### src/rtl/pipe_stage_chain.sv
// Parametrised chain of pipeline registers with per-stage valid bits, valid/ready
// handshake, global stall, per-stage flush, registered occupancy and a squash counter.
module pipe_stage_chain #(
  parameter int WIDTH = 32,
  parameter int DEPTH = 4,
  parameter int CNT_W = 16,
  localparam int OCC_W = $clog2(DEPTH + 1)
) (
  input  logic             clk,
  input  logic             rst,
  input  logic             in_valid,
  input  logic [WIDTH-1:0] in_data,
  output logic             in_ready,
  input  logic             stall,
  input  logic [DEPTH-1:0] flush,
  output logic             out_valid,
  output logic [WIDTH-1:0] out_data,
  input  logic             out_ready,
  output logic [OCC_W-1:0] occupancy,
  output logic [CNT_W-1:0] squash_cnt
);

  localparam int SUM_W = ((CNT_W > OCC_W) ? CNT_W : OCC_W) + 1;
  localparam logic [SUM_W-1:0] CNT_MAX = SUM_W'({CNT_W{1'b1}});

  logic [DEPTH-1:0] valid_q;
  logic [DEPTH-1:0] valid_d;
  logic [DEPTH-1:0] move;
  logic [DEPTH-1:0] enter;
  logic [DEPTH-1:0] kill;
  logic [WIDTH-1:0] data_q [DEPTH];
  logic [DEPTH:0]   rdy;
  logic             advance;
  logic             hole;
  logic [OCC_W-1:0] occ_d;
  logic [OCC_W-1:0] kill_n;
  logic [SUM_W-1:0] cnt_sum;
  logic [CNT_W-1:0] cnt_d;

  assign advance = ~stall;

  // Stage i can take an item when the sink is ready or any stage at or
  // beyond i is empty; this is the unrolled form of ~valid[i] | rdy[i+1].
  always_comb begin
    hole       = 1'b0;
    rdy        = '0;
    rdy[DEPTH] = out_ready;
    for (int i = DEPTH - 1; i >= 0; i--) begin
      hole   = hole | ~valid_q[i];
      rdy[i] = out_ready | hole;
    end
  end

  assign in_ready  = rdy[0] & advance;
  // A stalled chain ignores flush, so the head item stays visible.
  assign out_valid = valid_q[DEPTH-1] & ~(flush[DEPTH-1] & advance);
  assign out_data  = data_q[DEPTH-1];

  always_comb begin
    move    = '0;
    enter   = '0;
    kill    = '0;
    valid_d = valid_q;
    if (advance) begin
      for (int i = 0; i < DEPTH; i++) begin
        move[i] = valid_q[i] & rdy[i+1];
        kill[i] = valid_q[i] & flush[i];
      end
      enter[0] = in_valid & rdy[0];
      // A flushed source dies in flight; the destination's own flush bit
      // only applies to what it already held.
      for (int i = 1; i < DEPTH; i++) begin
        enter[i] = move[i-1] & ~flush[i-1];
      end
      for (int i = 0; i < DEPTH; i++) begin
        valid_d[i] = enter[i] | (valid_q[i] & ~move[i] & ~flush[i]);
      end
    end
  end

  always_comb begin
    occ_d  = '0;
    kill_n = '0;
    for (int i = 0; i < DEPTH; i++) begin
      occ_d  = occ_d + OCC_W'(valid_d[i]);
      kill_n = kill_n + OCC_W'(kill[i]);
    end
  end

  assign cnt_sum = SUM_W'(squash_cnt) + SUM_W'(kill_n);
  assign cnt_d   = (cnt_sum > CNT_MAX) ? {CNT_W{1'b1}} : cnt_sum[CNT_W-1:0];

  always_ff @(posedge clk or posedge rst) begin
    if (rst) begin
      valid_q    <= '0;
      occupancy  <= '0;
      squash_cnt <= '0;
      for (int i = 0; i < DEPTH; i++) begin
        data_q[i] <= '0;
      end
    end else if (advance) begin
      valid_q    <= valid_d;
      occupancy  <= occ_d;
      squash_cnt <= cnt_d;
      if (enter[0]) begin
        data_q[0] <= in_data;
      end
      for (int i = 1; i < DEPTH; i++) begin
        if (enter[i]) begin
          data_q[i] <= data_q[i-1];
        end
      end
    end
  end

endmodule

### config.mk
export PLATFORM = sky130hd
export DESIGN_NAME = pipe_stage_chain
export DESIGN_NICKNAME = d
export VERILOG_FILES = /design/src/rtl/pipe_stage_chain.sv
export SDC_FILE = /design/constraint.sdc
export NUM_CORES = 1
export LEC_CHECK = 0
export ABC_CLOCK_PERIOD_IN_PS = 6600
export BUFFER_PORTS_ARGS = -buffer_cell sky130_fd_sc_hd__buf_4
export CAP_MARGIN = 20
export CORE_UTILIZATION = 35
export CTS_CLUSTER_SIZE = 40
export DETAILED_ROUTE_END_ITERATION = 8
export GPL_TIMING_DRIVEN = 0
export REMOVE_ABC_BUFFERS = 1
export SYNTH_ARGS = -nofsm -noshare
export SYNTH_HDL_FRONTEND = slang
export SYNTH_SLANG_ARGS = --single-unit
export TNS_END_PERCENT = 50
### constraint.sdc
create_clock -name clk -period 6.6 [get_ports clk]
set_input_delay 0.99 -clock clk [delete_from_list [all_inputs] [get_ports clk]]
set_output_delay 0.99 -clock clk [all_outputs]
set_load 0.05 [all_outputs]
Word-level counts from Yosys, hierarchy flattened
Cells that the tools add are included.
Storage, ports and cells
  bits in registers: 151
  bits of input ports: 41
  output and inout port bits: 53
  word-level logic and storage cells: 71
Operators by class
  $add $sub $neg: 7
  magnitude comparators: 1
  multiplexer cells: 4
  bitwise gates (word level): 48
  reduce and logical (&&, ||, !) cells: 4
Operator list (number)
  $and 1x1->1: 23
  $add 16x3->17: 1
  $gt 17x16->1 const B: 1
  $mux 16: 1
  $not 1->1: 14
  $mux 4: 3
  $or 1x1->1: 11
  $reduce_and 2->1: 4
  $add 2x1->3: 2
  $add 3x1->3: 2
  $add 1x1->2: 2

Logic depth before layout (Yosys ltp)
  depth in word-level cells: 13
  depth in mapped cells: 12
  depth with buffers taken out: 10

Least setup slack after synthesis
No wires, ideal clock.
  path kind: input to register
  from: input port out_ready
  to: register occupancy[1]
  setup time: 0.125 ns
  arrival: 3.883 ns
  data required time: 6.475 ns
  setup slack: 2.592 ns
  stages: 11
  path buffers: 2
  path through: and4b_1 > a21oi_1 > and2_1 > buf_2 > buf_2 > a21oi_1 > fa_1 > inv_1 > ha_1 > ha_1 > mux2_2
Between the ends
  cells in the longest elaborated chain, start to end: 10
  elaborated cells between the ends (all ways): 32
  classes of those cells: add/sub: 3; mux: 1; bitwise: 28
Ends and longest elaborated chain
  start, declared: RTL line 18  | input logic out_ready,
  $or 1x1->1: RTL line 50  | rdy[i] = out_ready | hole;
  $and 1x1->1: RTL line 66  | move[i] = valid_q[i] & rdy[i+1];
  $not 1->1: RTL line 76  | valid_d[i] = enter[i] | (valid_q[i] & ~move[i] & ~flush[i]);
  $and 1x1->1 (2 in series): RTL line 76
  $or 1x1->1: RTL line 76
  $mux 4 (*): RTL line 64  | if (advance) begin
  $add 1x1->2: RTL line 85  | occ_d = occ_d + OCC_W'(valid_d[i]);
  $add 2x1->3: RTL line 85
  $add 3x1->3 (*): RTL line 85
  net occ_d[1]: RTL line 35  | logic [OCC_W-1:0] occ_d;
  end signal, assigned: RTL line 96  | occupancy <= '0;
  end signal, assigned: RTL line 103  | occupancy <= occ_d;
  end, declared: RTL line 19  | output logic [OCC_W-1:0] occupancy,
Mark *: on every way through the listed nets, which the timed path passes. The rest lies on a longest branch.
A chain may end at the register's enable or synchronous reset.

Worst setup path in the final report
  from: input port stall
  to: register squash_cnt[13]
Between the ends
  cells in the longest elaborated chain, start to end: 7
Ends and longest elaborated chain
  start, declared: RTL line 14  | input logic stall,
  $mux 4: RTL line 64
  $add 1x1->2: RTL line 86  | kill_n = kill_n + OCC_W'(kill[i]);
  $add 2x1->3: RTL line 86
  $add 3x1->3: RTL line 86
  $add 16x3->17: RTL line 90  | assign cnt_sum = SUM_W'(squash_cnt) + SUM_W'(kill_n);
  $gt 17x16->1: RTL line 91  | assign cnt_d = (cnt_sum > CNT_MAX) ? {CNT_W{1'b1}} : cnt_sum[CNT_W-1:0];
  $mux 16: RTL line 91
  end signal, assigned: RTL line 104  | squash_cnt <= cnt_d;
  end, declared: RTL line 20  | output logic [CNT_W-1:0] squash_cnt
Several ways; a longest one is shown, not always the timed one.

==> results by group <==
Status
  – Outcome: finished, violations left
  – Failing checks: DRC

Worst setup path
  – Crit. path cell count: 11
  – CP Capture Type: flop
  – Buf/Inv on CP: 3
  – Top Family by Delay on Critical Path: adder cells
  – Crit path top cell by count: fa_1
  – Setup CP Type: in2reg
  – Worst reg2reg path depth: 8
  – Crit path max-delay cell type: fa_1
  – CP Launch Point: stall
  – CP cell instances: buf_4 > clkinv_1 > nand3_1 > fa_1 > fa_1 > inv_1 > fa_1 > and3b_1 > and2_1 > nand2_1 > o21ai_0
  – Critical path required time: approximately 6.9 ns
  – Slowest stage delay, CP: approximately 0.44 ns
  – Crit path max fanout: 14
  – CP Capture Point: squash_cnt[13]
  – CP arrival: around 3.8 ns
  – Worst R2R Setup Slack: 3.48 ns
  – Worst R2R End: occupancy[1]
  – Reg-to-reg critical path startpoint: valid_q[3]
  – Kind of start point of the critical path: primary input

Drt
  – WL met2: 5820 um
  – Routed vias: roughly 3600
  – Top Layer Used: met4
  – Vias/cell: roughly 4.8
  – Met3 Wirelength: a little over 500 um
  – Initial DRC count: 145
  – Post-DR wirelength/cell: roughly 16 um
  – First-pass DRT Iterations: 6
  – DRC viols: 5
  – DRT antenna net count: 0
  – WL final: roughly 12000 um
  – WL met1: 5490 um

Worst hold path
  – Hold crit path type: reg2reg
  – Worst Hold Path Cells: 1

Synth
  – Most instantiated cells after synthesis: dfrtp_1, mux2_2, mux2_4, buf_4, nand2_1
  – Area contributors post-synth: dfrtp_1, mux2_4, mux2_2
  – Seq/Total Area, Yosys: around 57%
  – Post-synth EDFFs: 0
  – Synthesized area: 6580 um^2
  – Most frequent cell after synthesis: dfrtp_1
  – Synth Flop Type: dfrtp_1
  – Yosys top cell area share: between 50% and 60%
  – Number of synthesized register bits: about 150
  – Post-synth ARST share: 100%
  – Largest area contributor in the netlist: dfrtp_1
  – Syn avg cell area: about 15 um^2
  – Cells after Synth: 441
  – YS warnings: 0
  – Library cells used by synthesis: 40

Clocking
  – Clock Latency Late Sink: a little over 0.4 ns
  – Hold_buf cts: 0
  – Sink Count: 151
  – CTS tree: yes
  – Max clock buf depth: 2
  – Root Buffer: clkbuf_16
  – Setup repair bufs after CTS: 0
  – Post_cts resized: 0
  – CTS H-tree depth: 4
  – Reg clk slew, reported paths: ~0.060 ns
  – CTS Buf Count: 17

Place
  – Final Wtd Congestion: approximately 0.79
  – Port buffer count: 93
  – # placed instances: just over 700
  – Final HPWL DP: 7620 um

Timing
  – Final Slew Violations: 0
  – Fmax: roughly 290 MHz
  – Sum Neg Setup Slack: 0 ns
  – RSZ-0062 raised after global routing: false
  – Rel. slew slack: a little over 30%
  – Final Hold Viols: 0
  – Part of the cycle the worst path needs: a little over half
  – Final Skew: roughly 0.0052 ns
  – Final Setup Violations: 0
  – Worst slew pin tran: between 1 and 1.5 ns
  – Min Tclk post-route: roughly 3.5 ns
  – Hold Slack: roughly 0.5 ns

Power and ir drop
  – Leak pwr: about 4 nW
  – Peak VDD IR: around 0.20 mV
  – Power per Cell Area: a little over 400 nW/um^2

Flow run
  – Max_cap viols: 0

GRT
  – Antenna violations before repair: 0
  – Grt ovf: 0
  – Largest net degree at the start of global routing: 81
  – First-pass GRT wire length: approximately 21000 um
  – All-layer global routing usage: between 10% and 20%
  – Number of global-route vias before repair: 3800

Final layout
  – Layout cells sized above 1: 50.3%
  – # diodes: 0
  – Final #Nets: ~550
  – Fin cells: 748
  – Fillcell total: between 1500 and 2000
  – P&R area growth vs syn: 19.0%
  – Layout Utilization: 43.0%

Die
  – Chip height: between 100 and 150 um
  – I/O pin count: between 90 and 100
  – Die W: 139 um
  – Row cnt: 49
  – Die area: just under 20000 um^2
  – Core area: about 18000 um^2
  – Initial Utilization: between 30% and 40%
[worst min-delay path by stage]
stage	startpoint	to	slack, ns
2_1_floorplan	data_q[32]	out_data[0]	0.46
3_3_place_gp	data_q[39]	out_data[7]	0.47
3_5_place_dp	data_q[39]	out_data[7]	0.48
4_1_cts	data_q[32]	out_data[0]	0.49
5_1_grt	data_q[32]	out_data[0]	0.50
6_report	data_q[39]	out_data[7]	0.49
[worst register-to-register path: stages, from the launching register on]
cell and delay [ns]:
dfrtp_1 0.42, and4b_1 0.22, or4b_4 0.81, and2_1 0.31
fa_1 0.51, inv_1 0.04, ha_1 0.18, ha_1 0.27
mux2_2 0.25
[cell usage in the layout (no fill, tap or decap), types with 7 or more instances in the layout]
master / count
nand3_1: 8
clkbuf_16: 17
mux2_2: 71
inv_1: 9
o21ai_0: 9
a21oi_1: 7
nand2_1: 17
dfrtp_1: 151
mux2_4: 56
buf_4: 93
[cell families (layout without fill, tap and decap cells)]
kind of cell / after synthesis / count (layout) / synth area share, %
muxes: 135 / 135 / 26.3
buffers and inverters: 61 / 139 / 6.66
AOI/OAI and AO/OA: 26 / 26 / 2.43
adders and majority gates: 7 / 7 / 1.79
xor gates and xnor gates: 3 / 3 / 0.400
DFF: 151 / 151 / 57.4
and+or+nand+nor: 58 / 58 / 5.00
[registers in the layout, indices dropped and copies added, names as in the netlist]
signal	count
occupancy	3
out_data	32
squash_cnt	16
data_q	96
valid_q	4
[final cells by class]
cell class / instances / area [um^2] / area share (%)
inverter: 11 / 46.3 / 0.592
tap: 229 / 287 / 3.66
sequential: 151 / 3780 / 48.3
clock inverter: 11 / 100 / 1.28
timing repair buffer: 96 / 773 / 9.88
multi-input combinational: 229 / 2370 / 30.3
clock buffer: 21 / 470 / 6.01
[report_power, final]
| group | internal, mW | switching, mW |
|---|---|---|
| logic | 0.427 | 0.473 |
| registers | 1.21 | 0.160 |
| clock network | 0.548 | 0.376 |
[stage by stage]
step / total power [mW] / setup slack (ns) / cell area, um^2
floorplan: 2.02 / 1.55 / 6180
finish: 3.19 / 3.11 / 7830
global placement: 2.26 / -0.162 / 7170
global route: 3.36 / 2.91 / 7830
detailed placement: 2.29 / 2.71 / 7250
CTS: 3.24 / 3.15 / 7830
[layer usage]
layer / up-vias / track usage [%]
met5: - / 0
met4: 0 / 6.37
met3: 17 / 3.94
met2: 70 / 22.0
met1: 1833 / 17.2
li1: 1641 / -
Note: power is estimated with default switching activity, not from simulation.
